[src/rtl/calc1_port_responder.sv]
// calc1_port_responder
//   Far-end model of one calc1 port. It takes a command with operand 1 in one
//   cycle and operand 2 in the next. After LATENCY cycles it returns a
//   one-cycle response code plus a result word.
// Ports
//   c_clk       : clock; all state changes on its rising edge
//   reset       : asynchronous reset, active low
//   req_cmd_in  : [0:3] command (0 nop, 1 add, 2 sub, 5 shl, 6 shr)
//   req_data_in : [0:31] operand 1 in the command cycle, operand 2 in the next
//   out_resp    : [0:1] 0 none, 1 ok, 2 over/underflow, 3 invalid
//   out_data    : [0:31] result; zero whenever out_resp is zero
//   busy        : registered; high from the operand-2 cycle through the response
// Bit 0 is the MSB on every [0:N] bus, so numeric values read normally.
module calc1_port_responder #(
  parameter int LATENCY = 3
) (
  input  logic        c_clk,
  input  logic        reset,
  input  logic [0:3]  req_cmd_in,
  input  logic [0:31] req_data_in,
  output logic [0:1]  out_resp,
  output logic [0:31] out_data,
  output logic        busy
);

  localparam logic [1:0] S_IDLE = 2'd0;
  localparam logic [1:0] S_OP2  = 2'd1;
  localparam logic [1:0] S_EXEC = 2'd2;
  localparam logic [1:0] S_RESP = 2'd3;

  localparam logic [3:0] CNT_INIT = 4'(LATENCY - 1);

  logic [1:0]  state_q, state_d;
  logic [3:0]  cnt_q, cnt_d;
  logic [3:0]  cmd_q, cmd_d;
  logic [31:0] op1_q, op1_d;
  logic [1:0]  rcode_q, rcode_d;
  logic [31:0] rdata_q, rdata_d;
  logic [1:0]  resp_q, resp_d;
  logic [31:0] data_q, data_d;
  logic        busy_q, busy_d;

  // The result is computed in the operand-2 cycle straight from the bus.
  logic [31:0] op2;
  logic [4:0]  shamt;
  logic [32:0] sum;
  logic [1:0]  res_code;
  logic [31:0] res_data;

  assign op2   = req_data_in;
  assign shamt = req_data_in[27:31];  // low five bits; the upper bits are ignored

  always_comb begin
    sum      = {1'b0, op1_q} + {1'b0, op2};
    res_code = 2'd3;
    res_data = '0;
    case (cmd_q)
      4'd1: begin
        if (sum[32]) res_code = 2'd2;
        else begin
          res_code = 2'd1;
          res_data = sum[31:0];
        end
      end
      4'd2: begin
        if (op2 > op1_q) res_code = 2'd2;
        else begin
          res_code = 2'd1;
          res_data = op1_q - op2;
        end
      end
      4'd5: begin
        res_code = 2'd1;
        res_data = op1_q << shamt;
      end
      4'd6: begin
        res_code = 2'd1;
        res_data = op1_q >> shamt;
      end
      default: begin
        res_code = 2'd3;
        res_data = '0;
      end
    endcase
  end

  always_comb begin
    state_d = state_q;
    cnt_d   = cnt_q;
    cmd_d   = cmd_q;
    op1_d   = op1_q;
    rcode_d = rcode_q;
    rdata_d = rdata_q;
    case (state_q)
      S_IDLE: begin
        if (req_cmd_in != 4'd0) begin
          cmd_d   = req_cmd_in;
          op1_d   = req_data_in;
          state_d = S_OP2;
        end
      end
      S_OP2: begin
        // Any command on the bus in this cycle is data-phase and is ignored.
        rcode_d = res_code;
        rdata_d = res_data;
        if (LATENCY == 1) state_d = S_RESP;
        else begin
          state_d = S_EXEC;
          cnt_d   = CNT_INIT;
        end
      end
      S_EXEC: begin
        cnt_d = cnt_q - 4'd1;
        if (cnt_q <= 4'd1) state_d = S_RESP;
      end
      default: state_d = S_IDLE;
    endcase
    // Registering the outputs from the next state keeps the response aligned
    // with the RESP state and leaves no combinational path from the inputs.
    resp_d = (state_d == S_RESP) ? rcode_d : 2'd0;
    data_d = (state_d == S_RESP) ? rdata_d : 32'd0;
    busy_d = (state_d != S_IDLE);
  end

  always_ff @(posedge c_clk or negedge reset) begin
    if (!reset) begin
      state_q <= S_IDLE;
      cnt_q   <= '0;
      cmd_q   <= '0;
      op1_q   <= '0;
      rcode_q <= '0;
      rdata_q <= '0;
      resp_q  <= '0;
      data_q  <= '0;
      busy_q  <= 1'b0;
    end else begin
      state_q <= state_d;
      cnt_q   <= cnt_d;
      cmd_q   <= cmd_d;
      op1_q   <= op1_d;
      rcode_q <= rcode_d;
      rdata_q <= rdata_d;
      resp_q  <= resp_d;
      data_q  <= data_d;
      busy_q  <= busy_d;
    end
  end

  assign out_resp = resp_q;
  assign out_data = data_q;
  assign busy     = busy_q;

endmodule

[config.mk]
export PLATFORM = sky130hd
export DESIGN_NAME = calc1_port_responder
export DESIGN_NICKNAME = d
export VERILOG_FILES = /design/src/rtl/calc1_port_responder.sv
export SDC_FILE = /design/constraint.sdc
export NUM_CORES = 1
export LEC_CHECK = 0
export BUFFER_PORTS_ARGS = -buffer_cell sky130_fd_sc_hd__clkbuf_2
export CAP_MARGIN = 20
export CORE_ASPECT_RATIO = 1.25
export CORE_MARGIN = 2
export CORE_UTILIZATION = 57
export CTS_CLUSTER_DIAMETER = 40
export DETAILED_ROUTE_END_ITERATION = 10
export PLACE_DENSITY_LB_ADDON = 0.15
export SLEW_MARGIN = 20
export SYNTH_ARGS = -nofsm -noshare
export SYNTH_HDL_FRONTEND = slang
export SYNTH_SLANG_ARGS = --single-unit
export TNS_END_PERCENT = 30
[constraint.sdc]
create_clock -name c_clk -period 3.16 [get_ports c_clk]
set_input_delay 0.158 -clock c_clk [delete_from_list [all_inputs] [get_ports c_clk]]
set_output_delay 0.158 -clock c_clk [all_outputs]
set_load 0.02 [all_outputs]
==> results_dict.tcl <==
set metrics [dict create \
    multi_input_area_mm2 0.00871 \
    grt_pass1_vias 12353 \
    timing.fmax_ghz 0.316 \
    wl_um 46700 \
    fin_nets 1763 \
    hold_violations 0 \
    drtIter0Drc 1743 \
    core_mm2 0.0202 \
    cts_sinks 111 \
    yosys.cell_types.count 88 \
    power_mw 13.8 \
    period_needed_ns 3.16 \
    slew_headroom_pct 46.1 \
    fin_skew_ns 0.0185 \
    hold_ws_ns 0.0461 \
    grt_max_degree 81 \
    fp.dieH_um 165 \
    die_x_um 133 \
    final_cell_mix "176 x buf_4, 155 x nor2_1, 135 x a21oi_1" \
    synth_top_cell_area_share_pct 23.6 \
    fin_cells 1926 \
    worst_hold_path_type "primary input to flip-flop" \
    dp_cells 1903 \
    synthCells 1479 \
    final_common_cell "buf_4" \
    drc_errors 0 \
    yosys_warnings 0 \
    hold_depth 2 \
    fin_tns_setup_ns -0.00176 \
    first_pass_iters 6 \
    drt-vias-per-instance 6.78 \
    die-area_mm2 0.0218 \
    antenna_cells 0 \
    endpoint_kind "flip-flop" \
    async_flop_share_pct 100 \
    htree_levels 3 \
    ys_ff_latch 111 \
    start_util_pct 58.4 \
    finalSetupViolCount 1 \
    root_buffer "clkbuf_16" \
    numCtsBuffers 9 \
    violations "negative setup slack" \
    synth_top_area_cell "dfrtp_1" \
    ir_worst_vdd_uv 636 \
    crit_arrival_ns 3.41 \
    critPathKind "flip-flop to flip-flop" \
    cts_tree "done" \
    leakage_nw 6.35 \
    rows 58 \
    tightest_slew_ns 0.809 \
    r2r_cells 10 \
    synth_nets 1591 \
    status "complete, but fails checks" \
    wl_per_cell_um 24.2 \
    area_growth_syn_to_layout_pct 21.7 \
    cts.path.max_buffers 2 \
    fillers 1660 \
    antenna_found_initial 0 \
    power.density_mw_per_mm2 964 \
    vias 13059 \
    layout_setup_ws_ns -0.00176 \
    grt_use_total_pct 42.1 \
    slew_viol_final 0 \
    synth_seq_area_share_pct 23.6 \
    synthTopCellsByArea "dfrtp_1 24%, ha_1 7.6%, mux4_2 7.3%, a21oi_1 6.1%, nor2_1 4.9%" \
    post-route-period-util_pct 100 \
    drive_gt1_share_pct 26.1 \
    ios 73 \
    regArea_mm2 0.00278 \
    worst-path-max-fanout 7 \
    synth_edf_count 0 \
    dp_hpwl_um 36200 \
    critPathLaunchType "flip-flop" \
    ant_nets 0 \
    globalplace.congestion 1.09 \
    grt_pass1_wl_um 70300 \
    cts.clk_slew.worst_paths_ns 0.09 \
    overflow 0 \
    final_util_pct 71.1 \
    syn_avg_cell_area_um2 7.96 \
    place.port_buffers 72 \
    rsz0062_at_grt "true" \
    required_ns 3.41 \
    synthFlopType "dfrtp_1" \
    cap_violations 0 \
    synth_area_mm2 0.0118 \
    insertion_delay_ns 0.38 \
]
[routing by layer]
metal | vias up | share of wire [%] | GRT usage [%] | wire length (um)
met2 | 875 | 46 | 69.7 | 21500
met5 | - | 0 | 0 | 0
met1 | 6172 | 38 | 52.8 | 17600
met4 | 0 | 6.4 | 22.2 | 3000
li1 | 5806 | - | - | -
met3 | 206 | 9.8 | 7.52 | 4570
[registers in the layout, indices dropped and copies added, names as in the netlist]
name,count
rdata_q,32
cnt_q,4
busy,1
state_q,2
rcode_q,2
out_resp,2
cmd_q,4
op1_q,32
out_data,32
[final timing paths]
kind | startpoint | to | slack (ns)
max | op1_q[7] | out_data[13] | -0.002
min | req_cmd_in[0] | cmd_q[3] | 0.05
max reg2reg | op1_q[7] | out_data[13] | -0.002
min reg2reg | cnt_q[2] | cnt_q[2] | 0.52
max in group asynchronous | reset | cnt_q[2] | 2.00
min in group asynchronous | reset | rdata_q[7] | 0.42
[cells in the mapped netlist, drive strengths merged, types with 14 or more instances]
library cell	count
a211oi	34
a21o	26
a21oi	145
a31oi	23
and2	18
buf	37
clkbuf	64
dfrtp	111
ha	72
inv	73
mux2	17
mux2i	54
mux4	38
nand2	117
nand2b	27
nand3	25
nor2	155
nor2b	33
nor3	36
o211ai	31
o21ai	142
o31ai	14
[cell families (layout without fill, tap and decap cells)]
| kind of cell | Yosys count | count (layout) | share of synthesized area [%] |
|---|---|---|---|
| buffers and inverters | 176 | 353 | 6.09 |
| flip-flops | 111 | 111 | 23.6 |
| AND/OR/NAND/NOR | 463 | 463 | 18.6 |
| multiplexers | 109 | 109 | 13.5 |
| adder cells (fa/ha/maj) | 74 | 74 | 7.99 |
| XOR/XNOR | 11 | 11 | 0.818 |
| AO/OA/AOI/OAI | 535 | 535 | 29.4 |
[what timing repair did]
item / 4_1_cts / 5_1_grt
setup endpoints to repair: 38 / 57
setup buffers: 1 / 5
hold endpoints to repair: 58 / 0
gates resized for setup: 16 / 67
hold buffers: 1 / 0
pin swaps: 4 / 24
[per-stage QoR]
step,cell area [um2],worst slack [ns]
finish,14300,-0.00176
global route,14300,-0.0830
CTS,14000,-0.000522
detailed placement,13600,-0.194
global placement,13600,-0.0824
floorplan,11800,0.00526
[critical path: stages (launching register included)]
cell and delay [ns]:
dfrtp_1 0.42, ha_4 0.24, or4_4 0.52, or3_4 0.38
o211ai_4 0.25, a211o_1 0.23, a21oi_2 0.09, buf_6 0.15
a211o_4 0.35, a221oi_4 0.32, nor3_1 0.09
[where the power goes]
group / switching, mW / internal (mW) / leakage [nW]
clock network: 0.669 / 0.573 / 0.150
registers: 0.247 / 1.77 / 1.47
logic: 6.42 / 4.14 / 4.73
total: 7.34 / 6.48 / 6.35
[cell type report]
type,instances,area share (%)
well taps,270,2.36
multi-input cells,1192,60.8
clock inverters,7,0.567
flip-flops and latches,111,19.4
repair buffers,262,13.4
inverters,75,1.97
clock buffers,9,1.57
Note: power is estimated with default switching activity, not from simulation.
